--- src/rtl/synthesis_combiner_pkg.sv ---
// Shared constants, types and helpers for the synthesis combiner.
// Sample formats: subband input sfix37_En32, gains sfix16_En14,
// accumulator sfix57_En46, reconstructed output sfix15_En14.
package synth_pkg;

    localparam int NUM_CHAN    = 16;
    localparam int CNT_W       = $clog2(NUM_CHAN);
    localparam int IN_W        = 37;
    localparam int GAIN_W      = 16;
    localparam int PROD_W      = IN_W + GAIN_W;
    localparam int ACC_W       = 57;
    localparam int OUT_W       = 15;
    localparam int ROUND_SHIFT = 32;
    localparam int RND_W       = ACC_W + 1 - ROUND_SHIFT;

    localparam logic [CNT_W-1:0] LAST_CHAN = CNT_W'(NUM_CHAN - 1);

    // Per-channel synthesis gains, sfix16_En14; 16384 is unity.
    localparam logic signed [GAIN_W-1:0] CHAN_GAIN [NUM_CHAN] = '{NUM_CHAN{16'sd16384}};

    typedef enum logic {
        ACCUM = 1'b0,
        ROUND = 1'b1
    } state_e;

    // Sign-extend a full-precision product onto the accumulator width.
    function automatic logic signed [ACC_W-1:0] widenProduct(input logic signed [PROD_W-1:0] prod);
        return {{(ACC_W - PROD_W){prod[PROD_W-1]}}, prod};
    endfunction

endpackage

--- src/rtl/synthesis_combiner_round_sat.sv ---
// Purely combinational round-half-up and saturate from the En46
// accumulator down to the sfix15_En14 output format.
module synth_round_sat
    import synth_pkg::*;
(
    input  logic signed [ACC_W-1:0] acc_i,
    output logic signed [OUT_W-1:0] data_o
);

    // 2^(ROUND_SHIFT-1): half an output LSB expressed in accumulator units.
    localparam logic [ACC_W:0] ROUND_BIAS =
        {{(ACC_W - ROUND_SHIFT + 1){1'b0}}, 1'b1, {(ROUND_SHIFT - 1){1'b0}}};

    logic signed [ACC_W:0]   biased;
    logic signed [RND_W-1:0] rnd;
    logic                    posOverflow;
    logic                    negOverflow;
    logic                    unusedLowBits;

    // Add half an LSB one bit wider than the accumulator, then keep the integer part.
    always_comb begin
        biased = {acc_i[ACC_W-1], acc_i} + ROUND_BIAS;
        rnd    = biased[ACC_W:ROUND_SHIFT];
    end

    // The rounded value fits the output only if every bit above the output sign matches it.
    always_comb begin
        posOverflow = ~rnd[RND_W-1] & (|rnd[RND_W-2:OUT_W-1]);
        negOverflow = rnd[RND_W-1] & ~(&rnd[RND_W-2:OUT_W-1]);
        data_o      = rnd[OUT_W-1:0];
        if (posOverflow) begin
            data_o = {1'b0, {(OUT_W - 1){1'b1}}};
        end else if (negOverflow) begin
            data_o = {1'b1, {(OUT_W - 1){1'b0}}};
        end
    end

    assign unusedLowBits = ^biased[ROUND_SHIFT-1:0];

endmodule

--- src/rtl/synthesis_combiner.sv ---
// Synthesis combiner: weights 16 serial subband samples by per-channel
// gains, accumulates one frame, then rounds and saturates the sum into one
// reconstructed sample. Optional channel-order checking and the sticky err
// port are enabled by defining SYNTH_CHAN_CHECK_EN.
module synthesis_combiner
    import synth_pkg::*;
(
    input  logic                    clock,
    input  logic                    reset,
    input  logic                    clk_enable,
    input  logic                    in_valid,
    output logic                    in_ready,
    input  logic signed [IN_W-1:0]  in_data,
    input  logic [CNT_W-1:0]        in_chan,
    output logic                    out_valid,
    input  logic                    out_ready,
    output logic signed [OUT_W-1:0] out_data
`ifdef SYNTH_CHAN_CHECK_EN
    ,
    output logic                    err
`endif
);

    state_e                   state_q;
    logic signed [ACC_W-1:0]  accSum_q;
    logic signed [ACC_W-1:0]  accSum_d;
    logic [CNT_W-1:0]         chanCnt_q;
    logic                     outValid_q;
    logic signed [OUT_W-1:0]  outData_q;

    logic                     accept;
    logic                     outFree;
    logic                     chanMismatch;
    logic                     chanRestart;
    logic [CNT_W-1:0]         gainIdx;
    logic signed [GAIN_W-1:0] gain;
    logic signed [PROD_W-1:0] dataExt;
    logic signed [PROD_W-1:0] gainExt;
    logic signed [PROD_W-1:0] product;
    logic signed [ACC_W-1:0]  prodWide;
    logic signed [OUT_W-1:0]  roundedData;

`ifdef SYNTH_CHAN_CHECK_EN
    logic                     err_q;
`else
    logic                     unusedChan;
`endif

    // Input is only taken while accumulating; reset and a low enable both block it.
    assign in_ready = clk_enable & ~reset & (state_q == ACCUM);
    assign accept   = in_valid & in_ready;
    assign outFree  = ~outValid_q | out_ready;

    // Channel-order check: a wrong index aborts the frame, and index 0 restarts it.
    always_comb begin
        chanMismatch = 1'b0;
        chanRestart  = 1'b0;
        gainIdx      = chanCnt_q;
`ifdef SYNTH_CHAN_CHECK_EN
        chanMismatch = (in_chan != chanCnt_q);
        chanRestart  = chanMismatch & (in_chan == '0);
        if (chanRestart) begin
            gainIdx = '0;
        end
`endif
    end

`ifndef SYNTH_CHAN_CHECK_EN
    assign unusedChan = ^in_chan;
`endif

    // Single-cycle multiply of the sample by its channel gain, widened for the accumulator.
    always_comb begin
        gain     = CHAN_GAIN[gainIdx];
        dataExt  = {{GAIN_W{in_data[IN_W-1]}}, in_data};
        gainExt  = {{IN_W{gain[GAIN_W-1]}}, gain};
        product  = dataExt * gainExt;
        prodWide = widenProduct(product);
        accSum_d = accSum_q + prodWide;
    end

    synth_round_sat u_roundSat (
        .acc_i  (accSum_q),
        .data_o (roundedData)
    );

    // Frame FSM plus output register: accumulate 16 beats, then hand the rounded sum off.
    always_ff @(posedge clock or posedge reset) begin
        if (reset) begin
            state_q    <= ACCUM;
            accSum_q   <= '0;
            chanCnt_q  <= '0;
            outValid_q <= 1'b0;
            outData_q  <= '0;
`ifdef SYNTH_CHAN_CHECK_EN
            err_q      <= 1'b0;
`endif
        end else if (clk_enable) begin
            case (state_q)
                ACCUM: begin
                    if (accept) begin
                        if (chanMismatch) begin
`ifdef SYNTH_CHAN_CHECK_EN
                            err_q <= 1'b1;
`endif
                            if (chanRestart) begin
                                accSum_q  <= prodWide;
                                chanCnt_q <= CNT_W'(1);
                            end else begin
                                accSum_q  <= '0;
                                chanCnt_q <= '0;
                            end
                        end else begin
                            accSum_q <= accSum_d;
                            if (chanCnt_q == LAST_CHAN) begin
                                state_q <= ROUND;
                            end else begin
                                chanCnt_q <= chanCnt_q + CNT_W'(1);
                            end
                        end
                    end
                end
                ROUND: begin
                    if (outFree) begin
                        accSum_q  <= '0;
                        chanCnt_q <= '0;
                        state_q   <= ACCUM;
                    end
                end
                default: begin
                    state_q <= ACCUM;
                end
            endcase

            if ((state_q == ROUND) && outFree) begin
                outValid_q <= 1'b1;
                outData_q  <= roundedData;
            end else if (outValid_q && out_ready) begin
                outValid_q <= 1'b0;
            end
        end
    end

    assign out_valid = outValid_q;
    assign out_data  = outData_q;
`ifdef SYNTH_CHAN_CHECK_EN
    assign err       = err_q;
`endif

endmodule

--- config.mk ---
export PLATFORM = sky130hd
export DESIGN_NAME = synthesis_combiner
export DESIGN_NICKNAME = d
export VERILOG_FILES = /design/src/rtl/synthesis_combiner_pkg.sv /design/src/rtl/synthesis_combiner_round_sat.sv /design/src/rtl/synthesis_combiner.sv
export SDC_FILE = /design/constraint.sdc
export NUM_CORES = 1
export LEC_CHECK = 0
export ABC_AREA = 1
export ABC_CLOCK_PERIOD_IN_PS = 3450
export CAP_MARGIN = 25
export CORE_ASPECT_RATIO = 1.2
export CORE_MARGIN = 2
export CORE_UTILIZATION = 40
export DETAILED_ROUTE_END_ITERATION = 16
export GPL_TIMING_DRIVEN = 0
export PLACE_DENSITY = 0.62
export SLEW_MARGIN = 10
export SYNTH_ARGS = -nofsm -noshare
export SYNTH_HDL_FRONTEND = slang
export SYNTH_SLANG_ARGS = --single-unit
--- constraint.sdc ---
create_clock -name clock -period 3.45 [get_ports clock]
set_clock_uncertainty 0.15 [all_clocks]
set_input_delay 0.69 -clock clock [delete_from_list [all_inputs] [get_ports clock]]
set_output_delay 0.69 -clock clock [all_outputs]
set_load 0.03 [all_outputs]
==> summary.md <==
| Metric | Value |
|---|---|
| Result of the run | finished, final reports clean |
| Rel. slew slack | 0.530 |
| Maximum root-to-sink buffer count | 2 |
| Initial antenna violation count | 0 |
| Worst path max stage delay | 0.41 ns |
| Wire length per cell | 14.4 µm |
| R2R Path End | accSum_q[42] |
| ANT cells | 0 |
| Final std cells w/o fill | 1282 |
| ANT nets after route | 0 |
| Max Slew Vio Count | 0 |
| DR WL met2 | 9090 µm |
| TritonCTS clock tree | done |
| Die area | 0.0185 mm² |
| Area Growth Syn to Fin | 19.3% |
| DRT iter0 DRCs | 312 |
| Hold Path Origin | accSum_q[27] |
| GRT Residual Overflow | 0 |
| Worst-Skew Late Latency | 0.35 ns |
| PortBufs | 58 |
| Reg2Reg Launch Point | accSum_q[16] |
| Kind of end point of the critical path | flip-flop |
| Maximum vdd drop | 405 µV |
| Final Cycle Share | 0.947 |
| Met3 wire len | 571 µm |
| Tightest Hold Check Type | flip-flop to flip-flop |
| DR vias | 6567 |
| CP cell instances | clkdlybuf4s50_1 > ha_1 > ha_1 > ha_2 > inv_2 > fa_2 > inv_2 > nand2_2 > o21ai_2 > nand2_1 > nand2_2 > nand2_1 > nand2_2 > nand2_1 > nand2_2 > nand2_1 > nand2_2 > a21oi_1 > o21ai_1 > nand2_1 |
| Sequential fraction of the synthesis area | 0.230 |
| Reg2Reg Depth | 19 |
| I/O pins | 63 |
| Syn Area/Cell | 7.10 µm² |
| Vias in the first global route | 6501 |
| Final instance area | 0.00833 mm² |
| Post-synth cell types | 40 |
| Die W | 125 µm |
| Gp weighted congestion | 0.914 |
| Post-layout minimum cycle time | 3.27 ns |
| DP Area | 0.00786 mm² |
| WP data required | 3.53 ns |
| Hold depth | 2 |
| Vias per cell | 5.12 |
| CTS clk-pin slew, worst paths | 0.06 ns |
| Final WL | 18400 µm |
| Final setup violation count | 0 |
| DP Worst Slack | -0.762 ns |
| Largest net degree at the start of global routing | 45 |
| Highest routed layer | met4 |
| H-tree depth | 3 |
| F_max | 306 MHz |
| GRT Util Overall | 0.205 |
| Cells after Synth | 983 |
| Synth Warn # | 0 |
| Synth top area share | 0.230 |
| Pwr Density | 845 mW/mm² |
| Syn_nets | 1155 |
| Worst-margin pin slew | 0.705 ns |
| Nets | 1233 |
| First-pass GRT wire length | 30600 µm |
| Critical path type | input pin to flip-flop |
| Hold Fails Final Rpt | 0 |
| Power, Total | 7.04 mW |
| Num CTS Buffers | 9 |
| Share of post-route cells with drive strength above 1 | 0.125 |
| DRC errors left | 0 |
| Final worst setup slack | 0.182 ns |
| Routed met1 length | 8220 µm |
| Hold path endpoint | accSum_q[27] |
| Synth top area cells | dfrtp_1 23%, ha_1 22%, nand2_1 14% |
| Core ar. | 0.0170 mm² |
| Final HPWL DP | 15000 µm |
| Leak Pwr | 4.13 nW |
| Starting Density | 0.411 |
| Reg2reg setup slack | 0.46 ns |
| Clock Root Buffer | clkbuf_16 |
| Max Cap Viol | 0 |
| Post-Syn Area | 0.00698 mm² |
| Area leader, netlist | dfrtp_1 |
| Critical Path Start Type | input pin |
| Yosys reg bits | 64 |
| Core Rows | 52 |
| Die Y | 149 µm |
| Drt pass-1 iters | 5 |
| Crit path max fanout | 3 |
| Crit path DAT | 3.35 ns |
| Critical-path top delay cell | clkdlybuf4s50_1 |
| DP Cell Count | 1258 |
| Num Clock Sinks | 64 |
==> state kept, by name, indices dropped and copies added (netlist names) <==
signal / cells
chanCnt_q: 4
state_q: 1
accSum_q: 43
out_valid: 1
out_data: 15
==> power by group <==
group          internal (mW)  leakage [nW]  switching (mW)
registers               1.10         0.784           0.385
clock network          0.508         0.135           0.389
logic                   1.83          3.21            2.83
==> cells in the mapped netlist, drive strengths merged <==
master	count
nand2	292
ha	125
nor2	110
a21oi	93
inv	87
o21ai	73
dfrtp	64
nand3	39
or2	19
xor2	13
nor3	10
clkbuf	8
nand3b	8
and2	6
xnor2	6
a32o	4
o21a	4
o21bai	4
a22o	3
buf	3
nand4	3
a21o	2
nor4	2
o311ai	2
fa	1
nor3b	1
o31ai	1
==> routing by layer <==
metal,up-vias,GRT usage
li1,3445,-
met4,0,0.0787
met1,2962,0.247
met2,124,0.369
met3,36,0.0324
met5,-,0
==> critical path, delay by kind of cell <==
family,cells,cell delay (ns)
buffers and inverters,3,0.54
adders and majority gates,4,1.00
AOI/OAI and AO/OA,3,0.36
and+or+nand+nor,10,0.75
==> area by class of cell <==
| cell class | instances | area, µm² |
|---|---|---|
| tap | 216 | 270 |
| inverter | 87 | 329 |
| timing repair buffer | 67 | 673 |
| multi-input combinational | 821 | 5100 |
| clock inverter | 6 | 42.5 |
| clock buffer | 10 | 239 |
| sequential | 64 | 1600 |
| fill | 1729 | 8650 |
| buffer | 11 | 68.8 |
==> worst max path at each step <==
| stage | cells past startpoint | startpoint | endpoint | slack (ns) |
|---|---|---|---|---|
| 2_1_floorplan | 19 | in_data[2] | accSum_q[48] | 0.26 |
| 3_3_place_gp | 20 | in_data[2] | accSum_q[42] | -0.71 |
| 3_5_place_dp | 20 | in_data[2] | accSum_q[42] | -0.76 |
| 4_1_cts | 20 | in_data[2] | accSum_q[42] | 0.0005 |
| 5_1_grt | 17 | in_data[4] | accSum_q[41] | -0.02 |
| 6_report | 20 | in_data[1] | accSum_q[42] | 0.18 |
==> placed cells by master (no fill, tap or decap), drive strengths merged <==
cell type      netlist  routed
a21o                 2       2
a21oi               93      93
a22o                 3       3
a32o                 4       4
and2                 6       6
buf                  3      12
clkbuf               8      18
clkdlybuf4s50        0      56
clkinv               0       2
clkinvlp             0       2
dfrtp               64      64
dlymetal6s2s         0       2
fa                   1       1
ha                 125     125
inv                 87      89
nand2              292     292
nand3               39      39
nand3b               8       8
nand4                3       3
nor2               110     110
nor3                10      10
nor3b                1       1
nor4                 2       2
o21a                 4       4
o21ai               73      73
o21bai               4       4
o311ai               2       2
o31ai                1       1
or2                 19      19
xnor2                6       6
xor2                13      13
==> metrics by stage <==
step | utilization | TNS, ns | hold WS (ns)
6_report | 0.490 | 0 | 0.332
5_1_grt | 0.490 | -0.0279 | 0.360
4_1_cts | 0.483 | 0 | 0.339
3_5_place_dp | 0.463 | -12.95 | 0.321
3_3_place_gp | 0.461 | -35.49 | 0.318
2_1_floorplan | - | 0 | 0.303
==> logic make-up after synthesis <==
group	after synthesis	share of synthesized area
XOR/XNOR	19	0.0238
AO/OA/AOI/OAI	186	0.150
flip-flops	64	0.230
AND/OR/NAND/NOR	490	0.313
buffers and inverters	98	0.0567
adder cells (fa/ha/maj)	126	0.227
==> what timing repair did <==
item / in CTS / in global routing
setup endpoints to repair: 16 / 21
pin swaps: 2 / 13
hold buffers: 0 / 0
resized for setup: 17 / 25
buffers inserted: 3 / 5
Power figures use the tool's default switching activity.
